File: config.mk
export PLATFORM = sky130hd
export DESIGN_NAME = mole_round_controller_flat
export DESIGN_NICKNAME = d
export VERILOG_FILES = /design/src/rtl/mole_round_controller_if.sv /design/src/rtl/mole_round_controller.sv /design/src/flat_wrapper.sv
export SDC_FILE = /design/constraint.sdc
export NUM_CORES = 1
export LEC_CHECK = 0
export BUFFER_PORTS_ARGS = -buffer_cell sky130_fd_sc_hd__buf_2
export CAP_MARGIN = 5
export CORE_MARGIN = 10
export CORE_UTILIZATION = 30
export CTS_CLUSTER_DIAMETER = 200
export DETAILED_ROUTE_END_ITERATION = 8
export PLACE_DENSITY_LB_ADDON = 0.08
export SLEW_MARGIN = 20
export SYNTH_ARGS = -nofsm -noshare
export SYNTH_HDL_FRONTEND = slang
export SYNTH_SLANG_ARGS = --single-unit
File: constraint.sdc
create_clock -name i_clk -period 2.15 [get_ports i_clk]
set_input_delay 0.215 -clock i_clk [delete_from_list [all_inputs] [get_ports i_clk]]
set_output_delay 0.215 -clock i_clk [all_outputs]
set_load 0.005 [all_outputs]
File: src/rtl/mole_round_controller_if.sv
// mole_round_controller_if: game-round handshake between the sequencer and its player/display side
interface mole_round_controller_if;
  logic       i_start;
  logic       i_guess_valid;
  logic [2:0] i_user_guess;
  logic [2:0] o_mole_position;
  logic       o_mole_visible;
  logic       o_user_right;
  logic       o_user_wrong;
  logic       o_game_over;
  logic [7:0] o_score;
  logic [7:0] o_round;
  modport slave (
    input  i_start, i_guess_valid, i_user_guess,
    output o_mole_position, o_mole_visible, o_user_right, o_user_wrong, o_game_over, o_score, o_round
  );
  modport master (
    output i_start, i_guess_valid, i_user_guess,
    input  o_mole_position, o_mole_visible, o_user_right, o_user_wrong, o_game_over, o_score, o_round
  );
endinterface

File: src/rtl/mole_round_controller.sv
// mole_round_controller: whack-a-mole round sequencer with LFSR spawn, judging, scoring and game-over
module mole_round_controller #(
  parameter int         ROUND_TICKS = 100000000,
  parameter int         GAP_TICKS   = 100000000,
  parameter int         NUM_ROUNDS  = 20,
  parameter logic [7:0] LFSR_SEED   = 8'hA5
) (
  input logic i_clk,
  input logic i_restart_game,
  mole_round_controller_if.slave bus
);
  typedef enum logic [2:0] {IDLE, SPAWN, ACTIVE, GAP, OVER} state_t;
  localparam logic [27:0] ROUND_LAST = 28'(ROUND_TICKS - 1);
  localparam logic [27:0] GAP_LAST   = 28'(GAP_TICKS - 1);
  localparam logic [7:0]  LAST_ROUND = 8'(NUM_ROUNDS);
  state_t      state;
  logic [27:0] timer;
  logic [7:0]  lfsr;
  logic [2:0]  prev;
  logic [2:0]  cand;
  logic [2:0]  spawn_pos;
  assign cand      = lfsr[2:0];
  assign spawn_pos = (cand == prev) ? cand + 3'd1 : cand;
  always_ff @(posedge i_clk) begin
    if (i_restart_game) begin
      state               <= IDLE;
      timer               <= '0;
      lfsr                <= LFSR_SEED;
      prev                <= '0;
      bus.o_mole_position <= '0;
      bus.o_mole_visible  <= 1'b0;
      bus.o_user_right    <= 1'b0;
      bus.o_user_wrong    <= 1'b0;
      bus.o_game_over     <= 1'b0;
      bus.o_score         <= '0;
      bus.o_round         <= '0;
    end else begin
      // x^8+x^6+x^5+x^4+1, shifting toward the MSB
      lfsr             <= {lfsr[6:0], lfsr[7] ^ lfsr[5] ^ lfsr[4] ^ lfsr[3]};
      bus.o_user_right <= 1'b0;
      bus.o_user_wrong <= 1'b0;
      case (state)
        IDLE: if (bus.i_start) begin
          bus.o_score <= '0;
          bus.o_round <= '0;
          timer       <= '0;
          state       <= SPAWN;
        end
        SPAWN: begin
          bus.o_mole_position <= spawn_pos;
          prev                <= spawn_pos;
          bus.o_round         <= bus.o_round + 8'd1;
          bus.o_mole_visible  <= 1'b1;
          timer               <= '0;
          state               <= ACTIVE;
        end
        ACTIVE: begin
          timer <= timer + 28'd1;
          // a guess landing on the timeout cycle wins over the timeout
          if (bus.i_guess_valid || timer == ROUND_LAST) begin
            bus.o_mole_visible <= 1'b0;
            timer              <= '0;
            state              <= GAP;
            if (bus.i_guess_valid && bus.i_user_guess == bus.o_mole_position) begin
              bus.o_user_right <= 1'b1;
              if (bus.o_score != 8'hFF) bus.o_score <= bus.o_score + 8'd1;
            end else begin
              bus.o_user_wrong <= 1'b1;
            end
          end
        end
        GAP: begin
          timer <= timer + 28'd1;
          if (timer == GAP_LAST) begin
            timer <= '0;
            if (bus.o_round == LAST_ROUND) begin
              bus.o_game_over <= 1'b1;
              state           <= OVER;
            end else begin
              state <= SPAWN;
            end
          end
        end
        OVER: state <= OVER;
        default: state <= IDLE;
      endcase
    end
  end
endmodule

File: src/flat_wrapper.sv
// flat-port wrapper written by rule: the top's interface ports become plain ports
module mole_round_controller_flat 
#(
  parameter int         ROUND_TICKS = 100000000,
  parameter int         GAP_TICKS   = 100000000,
  parameter int         NUM_ROUNDS  = 20,
  parameter logic [7:0] LFSR_SEED   = 8'hA5
)
  (i_clk, i_restart_game, bus_i_start, bus_i_guess_valid, bus_i_user_guess, bus_o_mole_position, bus_o_mole_visible, bus_o_user_right, bus_o_user_wrong, bus_o_game_over, bus_o_score, bus_o_round);
  mole_round_controller_if bus_i ();
  input logic i_clk;
  input logic i_restart_game;
  input wire logic [$bits(bus_i.i_start)-1:0] bus_i_start;
  input wire logic [$bits(bus_i.i_guess_valid)-1:0] bus_i_guess_valid;
  input wire logic [$bits(bus_i.i_user_guess)-1:0] bus_i_user_guess;
  output wire logic [$bits(bus_i.o_mole_position)-1:0] bus_o_mole_position;
  output wire logic [$bits(bus_i.o_mole_visible)-1:0] bus_o_mole_visible;
  output wire logic [$bits(bus_i.o_user_right)-1:0] bus_o_user_right;
  output wire logic [$bits(bus_i.o_user_wrong)-1:0] bus_o_user_wrong;
  output wire logic [$bits(bus_i.o_game_over)-1:0] bus_o_game_over;
  output wire logic [$bits(bus_i.o_score)-1:0] bus_o_score;
  output wire logic [$bits(bus_i.o_round)-1:0] bus_o_round;
  assign bus_i.i_start = bus_i_start;
  assign bus_i.i_guess_valid = bus_i_guess_valid;
  assign bus_i.i_user_guess = bus_i_user_guess;
  assign bus_o_mole_position = bus_i.o_mole_position;
  assign bus_o_mole_visible = bus_i.o_mole_visible;
  assign bus_o_user_right = bus_i.o_user_right;
  assign bus_o_user_wrong = bus_i.o_user_wrong;
  assign bus_o_game_over = bus_i.o_game_over;
  assign bus_o_score = bus_i.o_score;
  assign bus_o_round = bus_i.o_round;
  mole_round_controller #(.ROUND_TICKS(ROUND_TICKS), .GAP_TICKS(GAP_TICKS), .NUM_ROUNDS(NUM_ROUNDS), .LFSR_SEED(LFSR_SEED)) u_core (.i_clk(i_clk), .i_restart_game(i_restart_game), .bus(bus_i));
endmodule
=== Word-level counts from Yosys, hierarchy flattened ===
Index checks and enable logic that the tools add are counted.

* Register bits: 62
* Output and inout port bits: 23
* Word-level logic and storage cells: 67

* Add/subtract/negate cells: 4
* Equal/unequal tests: 14
* Muxes and demuxes: 20
* Bitwise gates (word level): 5
* Reduce and logical (&&, ||, !) cells: 14

{| class="wikitable"
|+ Operators by type and width
! cell !! count
|-
| 28-bit case mux with 4 select lines || 1
|-
| 28-bit two-way mux || 3
|-
| 8-bit two-way mux || 4
|-
| 8-bit case mux with 2 select lines || 2
|-
| 28-bit by 1-bit adder with 28-bit output (second input constant) || 1
|-
| 28-bit by 27-bit equality test with 1-bit output (second input constant) || 1
|-
| 8-bit by 1-bit adder with 8-bit output (second input constant) || 2
|-
| 3-bit two-way mux || 5
|-
| 3-bit case mux with 5 select lines || 1
|-
| 8-bit by 5-bit equality test with 1-bit output (second input constant) || 1
|-
| 2-bit by 1-bit inequality test with 1-bit output (second input constant) || 4
|-
| 8-bit inequality test (second input constant) || 1
|-
| 3-bit by 2-bit equality test with 1-bit output (second input constant) || 2
|-
| 3-bit equality test || 2
|-
| 2-bit AND reduction || 3
|-
| 3-bit AND reduction || 2
|-
| 2-bit nonzero test || 3
|-
| 5-bit AND reduction || 1
|-
| 4-bit nonzero test || 1
|-
| 3-bit by 1-bit adder with 3-bit output (second input constant) || 1
|-
| 3-bit by 1-bit equality test with 1-bit output (second input constant) || 1
|-
| 3-bit equality test (second input constant) || 1
|-
| 3-bit zero test || 1
|-
| 1-bit two-way mux || 3
|-
| other kinds (7) || 10
|}

=== Longest topological paths before layout ===
Gate-level depths: netlist of run 1.

* Depth in word-level cells: 5
* Depth in mapped cells: 8
* Gate-level depth less buffers: 6

=== Least setup slack after synthesis of run 1 ===
OpenSTA, ideal clock, no wires.

* Kind: register -> register
* Start: reg u_core.timer[17]
* End: reg u_core.bus.o_game_over
* Library setup time: 0.068 ns
* Arrival time: 2.287 ns
* Data required time: 2.082 ns
* Slack: -0.204 ns
* Stages on the path, launching flop included: 8
* Clock period less this slack: 2.354 ns
* Cells stage by stage: dfxtp_1 -> buf_6 -> or4b_1 -> or3_1 -> or3_1 -> buf_2 -> or4_4 -> a21oi_2

* Longest elaborated chain between the ends: 2

{| class="wikitable"
|+ RTL lines
! what !! RTL line !! source
|-
| start, declared || mole_round_controller.sv:17 || <nowiki>logic [27:0] timer;</nowiki>
|-
| start signal, assigned || mole_round_controller.sv:58 || <nowiki>timer <= timer + 28'd1;</nowiki>
|-
| start signal, assigned || mole_round_controller.sv:73 || <nowiki>timer <= timer + 28'd1;</nowiki>
|-
| 28-bit by 27-bit equality test with 1-bit output || mole_round_controller.sv:74 || <nowiki>if (timer == GAP_LAST) begin</nowiki>
|-
| 3-bit AND reduction (no source line) || n/a ||
|-
| end signal, assigned || mole_round_controller.sv:34 || <nowiki>bus.o_game_over <= 1'b0;</nowiki>
|-
| end signal, assigned || mole_round_controller.sv:77 || <nowiki>bus.o_game_over <= 1'b1;</nowiki>
|-
| end, declared || mole_round_controller_if.sv:15 || <nowiki>output o_mole_position, o_mole_visible, o_user_right, o_user_wrong, o_game_over, o_score, o_round</nowiki>
|}

No other way between the ends.
A chain may end at the register's enable or synchronous reset.

=== Worst setup path in the final report of run 1 ===
* Start: reg u_core.timer[11]
* End: reg u_core.bus.o_game_over

The elaborated chain is that of the path after synthesis.

==> results.md, run 1 <==
* Antenna diodes at 0
* Critical-path maximum fanout at 3
* Setup TNS at -115 ps
* Transition time of the tightest slew-check pin at ~760 ps
* Global-route wire length before repair at about 15 mm
* Global router's overall resource usage at 12.4%
* Largest net degree at the start of global routing at 21
* Clock sink total at between 60 and 70
* Max Buffers Root-to-Sink at 2
* Starting utilization of the core area at 30.7%
* Starting DRT DRC Count at about 270
* Wirelength, routed at between 8 and 9 mm
* Final routed DRC violation total at 0
* Failing checks: setup timing
* WL met3 at ~450 um
* Synthesized netlist net count at between 300 and 400
* Overflow after GRT at 0
* Leading cell type in the layout, fill and taps excluded: dfxtp_1
* Unrepaired setup endpoints after global routing: yes
* I/O pin count at 30
* Top FF cell, synth: dfxtp_1
* Finished layout cell area at around 4000 sq um
* Total cell area at the placement stage at between 3000 and 4000 sq um
* Final antenna-violating net count at 0
* Layout cell share with drive strength beyond 1 at between 20 and 25%
* Pins over their slew limit at 0
* Type of the tightest min-delay check: in -> reg
* Max transition margin at between 40% and 50%
* CTS tree: built
* Number of failing setup endpoints in the final timing report at 9
* Run status: finished with violations
* Die Area at approximately 15000 sq um
* Quantity of I/O buffers inserted on ports at 29
* Wire length on met1 at 4.37 mm
* Number of buffers created by CTS at 9
* Part of the Yosys area used for sequential elements at around 39%
* DIE WIDTH at ~120 um
* Placed wire-length estimate after detailed placement at approximately 6.5 mm
* Category of the most critical setup path: reg -> reg
* Clock tree root buffer cell: clkbuf_8
* H-tree depth at 3
* Number of global-route vias before repair at between 2000 and 3000
* Final period utilization at 102%
* Yosys cell types at 50
* Synthesis-stage register bit count at between 60 and 70
* Std-Cell Rows at 37
* Clock insertion delay at the later pin of the skew report at 350 ps
* Per-cell routed wire length at 15.5 um
* Critical path capture point type: register
* Fraction of registers with async set or reset after synthesis at 0%
* Synthesis-to-finish area growth at 23.3%
* Clock tree skew after final layout at between 10 and 15 ps
* Synthesis warning total at 0
* Final hold vios at 0
* Largest voltage drop on the vdd net at 0.318 mV
* Die Span Y at 123 um
* Worst path setup slack after routing at -53.0 ps
* Core ar. at approximately 10000 sq um
* Data required time of the worst path at 2440 ps
* Number of violations of the max-capacitance limit at 0
* Maximum clock frequency at about 450 MHz
* Post-layout minimum cycle time at around 2200 ps
* Mean instance size in the synthesized netlist at approximately 8.2 sq um
* Startpoint Class: register
* Gp weighted congestion at between 0.7 and 0.8
* Commonest cells after routing, fill and taps aside: dfxtp_1, nor2_1, buf_4
* Via-to-Cell Ratio at 5.23
* Detailed-routing iteration count for the pre-antenna-repair pass at 4
* Number of standard cells after synthesis at 385
* Post-layout nets at 450
* Detail Route met2 WL at between 4 and 5 mm
* Post-Syn Area at between 3000 and 4000 sq um
* Leakage at around 1.4 nW
* Hold-fix buffer count after cts at 0
* Signal arrival time at the worst endpoint at 2500 ps
* Antenna violations before repair at 0
* Post-CTS clock slew at the launch and capture registers of the worst setup and hold paths at about 80 ps
* Highest metal used: met4
* EDFF count, synth at 0
* Power per standard cell area at between 600 and 700 nW/um^2
* Count of vias placed by the detailed router at a little over 3000
[registers in the layout (all words and copies together), names as in the netlist]
signal / flops
u_core.bus.o_user_wrong: 1
u_core.bus.o_mole_visible: 1
u_core.state: 3
u_core.bus.o_round: 8
u_core.bus.o_score: 8
u_core.bus.o_mole_position: 3
u_core.timer: 28
u_core.bus.o_game_over: 1
u_core.lfsr: 8
u_core.bus.o_user_right: 1
[report_power, final]
group	switching (mW)	internal [mW]
Sequential	0.0424	1.19
Clock	0.498	0.510
Combinational	0.243	0.178
[logic make-up after synthesis]
logic type      Yosys count  synth area share (%)
fa+ha+maj                 5                  1.98
xor+xnor                 25                  6.95
buf+inv                  33                  4.25
flops                    62                  39.4
compound gates           79                  16.8
mux                       1                 0.318
simple gates            180                  30.4
[synthesized netlist by cell type, types with 2 or more instances]
| library cell | instances | area (sq um) |
|---|---|---|
| dfxtp_1 | 62 | 1240 |
| nor2_1 | 32 | 120 |
| nand2_1 | 30 | 113 |
| nand3_1 | 24 | 120 |
| nand4_1 | 23 | 144 |
| nor3_1 | 23 | 115 |
| a21oi_1 | 19 | 95.1 |
| a31oi_1 | 15 | 93.8 |
| clkbuf_1 | 15 | 56.3 |
| xor2_1 | 15 | 131 |
| inv_1 | 14 | 52.6 |
| o21ai_0 | 12 | 60.1 |
| xnor2_1 | 10 | 87.6 |
| and3_1 | 8 | 50.1 |
| a211oi_1 | 7 | 52.6 |
| o211ai_1 | 6 | 45.0 |
| or3_1 | 6 | 37.5 |
| and4_1 | 5 | 43.8 |
| ha_1 | 5 | 62.6 |
| nor4_1 | 5 | 31.3 |
| nor2b_1 | 4 | 25.0 |
| or2_2 | 4 | 25.0 |
| a41o_1 | 3 | 30.0 |
| nand4b_1 | 3 | 26.3 |
| or3b_2 | 3 | 26.3 |
| or4_1 | 3 | 22.5 |
| a21oi_2 | 2 | 17.5 |
| and2_1 | 2 | 12.5 |
| buf_2 | 2 | 10.0 |
| o311ai_0 | 2 | 17.5 |
| o31a_1 | 2 | 17.5 |
[worst max-delay path, stage by stage (launching register included)]
cell,delay (ps)
dfxtp_1,310
or4b_1,510
or3_4,340
or3_4,350
or4_4,500
a21oi_2,140
[area by class of cell]
class,count,area [sq um]
clock buffers,13,169
repair buffers,61,402
multi-input cells,290,1830
clock inverters,3,17.5
inverters,14,52.6
fillers,1094,6390
well taps,136,170
flip-flops and latches,62,1240
[worst paths after layout]
| path | startpoint | endpoint | slack [ps] | cells after the start |
|---|---|---|---|---|
| max | u_core.timer[11] | u_core.bus.o_game_over | -50 | 5 |
| min | i_restart_game | u_core.bus.o_game_over | 180 | 2 |
| max reg2reg | u_core.timer[11] | u_core.bus.o_game_over | -50 | 5 |
| min reg2reg | u_core.lfsr[6] | u_core.lfsr[7] | 410 | 1 |
[stage by stage]
stage | cells | util (%) | setup WS, ps | power, mW | hold slack, ps
2_1_floorplan | 385 | - | -204 | 1.51 | 369
3_3_place_gp | 563 | 35.5 | -100 | 1.67 | 392
3_5_place_dp | 563 | 35.5 | -134 | 1.68 | 398
4_1_cts | 579 | 37.5 | -39.1 | 2.69 | 172
5_1_grt | 579 | 37.8 | -116 | 2.80 | 184
6_report | 579 | 37.8 | -53.0 | 2.66 | 180
[repair_timing]
| item | in CTS | in global routing |
|---|---|---|
| endpoints found under the hold margin | 0 | 0 |
| setup endpoints to repair | 20 | 23 |
| buffers inserted | 0 | 0 |
| resized for setup | 4 | 6 |
| pin swaps | 1 | 1 |
[routing by layer]
layer | vias up | track usage [%]
met5 | - | 0
met4 | 0 | 5.15
met3 | 10 | 3.72
met2 | 47 | 18.6
met1 | 1430 | 16.2
li1 | 1540 | -
(Power assumes the default switching activity.)
==> run 2: changes to the inputs <==
--- a/config.mk
+++ b/config.mk
@@ -5,6 +5,7 @@
 export SDC_FILE = /design/constraint.sdc
 export NUM_CORES = 1
 export LEC_CHECK = 0
+export ABC_AREA = 1
 export BUFFER_PORTS_ARGS = -buffer_cell sky130_fd_sc_hd__buf_2
 export CAP_MARGIN = 5
 export CORE_MARGIN = 10
==> results.md, run 2 <==
* Run status: completed
* Starting DRT DRC Count at 269 (+1.1%)
* Antenna diodes at 0 (unchanged)
* Fraction of registers with async set or reset after synthesis at 0% (unchanged)
* Post-layout minimum cycle time at 1940 ps (-265 ps)
* Synthesis-to-finish area growth at 19.3%
* Wirelength, routed at 9.35 mm (+4.2%)
* CTS tree: built
* CP max stage cell: dfxtp_1
* Post-layout nets at 563 (+25%)
* Largest net degree at the start of global routing at 27 (+29%)
* Post-Syn Area at 3430 sq um (+8.7%)
* Data required time of the worst path at 2360 ps (-80 ps)
* Largest voltage drop on the vdd net at 0.421 mV (+32%)
* Clock tree root buffer cell: clkbuf_16
* Largest cells by area after synthesis: dfxtp_1, nand2_1, nor2_1
* Quantity of I/O buffers inserted on ports at 29 (unchanged)
* Mean instance size in the synthesized netlist at 6.69 sq um (-18%)
* Depth of the worst register-to-register path at 12 (+7)
* Final antenna-violating net count at 0 (unchanged)
* Post-CTS clock slew at the launch and capture registers of the worst setup and hold paths at 60 ps (-20 ps)
* Clock tree skew after final layout at 7.85 ps (-3.30 ps)
* Core ar. at 11000 sq um (+7.3%)
* Origin of the critical flop-to-flop path: u_core.timer[0]
* Non-filler instance count after layout at 695 (+20%)
* Synthesized netlist net count at 524 (+32%)
* Layout cell share with drive strength beyond 1 at 14.4% (-7.3 points)
* Library cell appearing most often on the critical path: nand2_1
* Sequence of cells on the critical path: ha_1 > nand2_1 > nor2_4 > nand2_1 > nor2_1 > nand2_2 > nand2_2 > nand2_4 > nand2_4 > nand2_1 > nand2_1 > a21oi_1
* Synthesis warning total at 0 (unchanged)
* EDFF count, synth at 0 (unchanged)
* Most common library cells after synthesis: nand2_1, nor2_1, dfxtp_1, inv_1, nand3_1
* Std-Cell Rows at 38 (+2.7%)
* Detailed-routing iteration count for the pre-antenna-repair pass at 4 (unchanged)
* Number of global-route vias before repair at 3243 (+13%)
* Final cell utilization of the core at 37.1% (-0.77 points)
* Maximum clock frequency at 516 MHz (+14%)
* Number of buffers created by CTS at 9 (unchanged)
* Worst path setup slack after routing at 212 ps (+265 ps)
* Commonest cells after routing, fill and taps aside: nand2_1, nor2_1, inv_1, dfxtp_1, nand3_1
* Max transition margin at 71.9% (+23 points)
* Setup TNS at 0 ps (+115 ps)
* Via-to-Cell Ratio at 4.77 (-8.8%)
* Starting utilization of the core area at 31.1% (+0.40 points)
* Signal arrival time at the worst endpoint at 2140 ps (-360 ps)
* Crit path largest cell delay at 370 ps (-140 ps)
* Category of the most critical setup path: reg -> reg
* Synthesis-stage register bit count at 62 (unchanged)
* Post-CTS setup buffers at 0 (unchanged)
* Footprint of the multi-input gates at 1880 sq um (+2.7%)
* Final hold vios at 0 (unchanged)
* Leakage at 1.64 nW (+16%)
* Power per standard cell area at 882 nW/um^2 (+29%)
* Die Span Y at 127 um (+3.6%)
* DIE WIDTH at 127 um (+3.6%)
* Transition time of the tightest slew-check pin at 421 ps (-344 ps)
* Fraction of synthesized cell area taken by the top area cell type at 36.2% (-3.2 points)
* Count of vias placed by the detailed router at 3315 (+9.5%)
* Per-cell routed wire length at 13.5 um (-13%)
* R2R setup slack at 210 ps (+260 ps)
* Overflow after GRT at 0 (unchanged)
* Number of failing setup endpoints in the final timing report at 0 (-9)
* Start point of the critical path: u_core.timer[0]
* Clock insertion delay at the later pin of the skew report at 340 ps (about the same)
* RR Endpoint: u_core.bus.o_score[6]
* Number of violations of the max-capacitance limit at 0 (unchanged)
* I/O pin count at 30 (unchanged)
* Yosys cell types at 45 (-10%)
* Critical-path maximum fanout at 13 (+10)
* Most instantiated library cell after synthesis: nand2_1
* Unrepaired setup endpoints after global routing: no
* Part of the Yosys area used for sequential elements at 36.2% (-3.2 points)
* Global-route wire length before repair at 16.0 mm (+7.9%)
* Placed cell count at 680 (+21%)
* Worst setup slack before clock tree synthesis at 156 ps (+290 ps)
* Antenna violations before repair at 0 (unchanged)
* Fill cell instance count of the final layout at 1200 (+9.7%)
* Top FF cell, synth: dfxtp_1
* Gp weighted congestion at 0.832 (+7.0%)
* Startpoint Class: register
* Number of standard cells after synthesis at 512 (+33%)
* Critical path capture point type: register
* Max Buffers Root-to-Sink at 2 (unchanged)
* Endpoint of the most critical setup path: u_core.bus.o_score[6]
* Final routed DRC violation total at 0 (unchanged)
* Leading cell type in the layout, fill and taps excluded: nand2_1
* Type of the tightest min-delay check: in -> reg
* Top register by number of flip-flops: u_core.timer
* Pins over their slew limit at 0 (unchanged)
* Global router's overall resource usage at 12.0% (-0.39 points)
* Dominant cell type by area after synthesis: dfxtp_1
* Die Area at 16100 sq um (+7.3%)
* Placed wire-length estimate after detailed placement at 6.84 mm (+4.9%)
* Pwr Total at 3.61 mW (+35%)
* Flip-flop count of the largest register after layout at 28 (unchanged)
* Register cell area after layout at 1240 sq um (-0.10%)
* Final period utilization at 90.2% (-12 points)
* Clock sink total at 62 (unchanged)
* H-tree depth at 3 (unchanged)
run 2: critical path: cells and delay by family (launching register included):
family                     cells  cell delay (ps)
and+or+nand+nor               10             1170
AOI/OAI and AO/OA              1               60
adders and majority gates      1              200
DFF                            1              370
run 2: worst min path at each step:
| stage | start | end | slack, ps | depth (start not counted) |
|---|---|---|---|---|
| after detailed placement | u_core.lfsr[6] | u_core.lfsr[7] | 400 | 1 |
| final | bus_i_guess_valid | u_core.bus.o_user_right | 250 | 5 |
| after global placement | u_core.lfsr[6] | u_core.lfsr[7] | 390 | 1 |
| after global routing | bus_i_guess_valid | u_core.bus.o_user_right | 300 | 5 |
| after floorplan | u_core.lfsr[6] | u_core.lfsr[7] | 390 | 1 |
| after CTS | bus_i_guess_valid | u_core.bus.o_user_right | 240 | 5 |
run 2: logic make-up (layout without fill, tap and decap cells):
kind of cell             Yosys count  count (layout)  share of synthesized area (%)
AND/OR/NAND/NOR                  286             286                           38.3
buffers and inverters             76             119                           8.91
AO/OA/AOI/OAI                     74              74                           12.5
flip-flops                        62              62                           36.2
XOR/XNOR                           9               9                           2.30
adder cells (fa/ha/maj)            5               5                           1.83
run 2: cell type report:
type                       count  area share (%)
multi-input combinational    374            46.1
sequential                    62            30.4
clock buffer                  12            6.27
inverter                      65            5.97
timing repair buffer          39            5.39
tap                          140            4.29
clock inverter                 3            1.65
run 2: report_power, final:
group          switching, mW  internal [mW]
clock                  0.533           1.07
sequential            0.0819           1.22
combinational          0.444          0.251
total                   1.06           2.55
run 2: repair_timing:
| item | CTS | global route |
|---|---|---|
| hold buffers | 0 | 0 |
| resized for setup | 0 | 1 |
| setup endpoints to repair | 0 | 2 |
run 2: per-layer routing:
layer | up-vias | track usage, % | part of all wire [%]
met5 | - | 0 | 0
met3 | 11 | 3.46 | 4.5
li1 | 1738 | - | -
met4 | 0 | 4.22 | 1.1
met1 | 1522 | 14.9 | 48
met2 | 44 | 19.3 | 46
run 2: stage by stage:
stage / area (sq um) / hold slack, ps
final: 4090 / 248
after global routing: 4090 / 304
after CTS: 4090 / 240
after detailed placement: 3760 / 403
after global placement: 3760 / 394
after floorplan: 3430 / 389
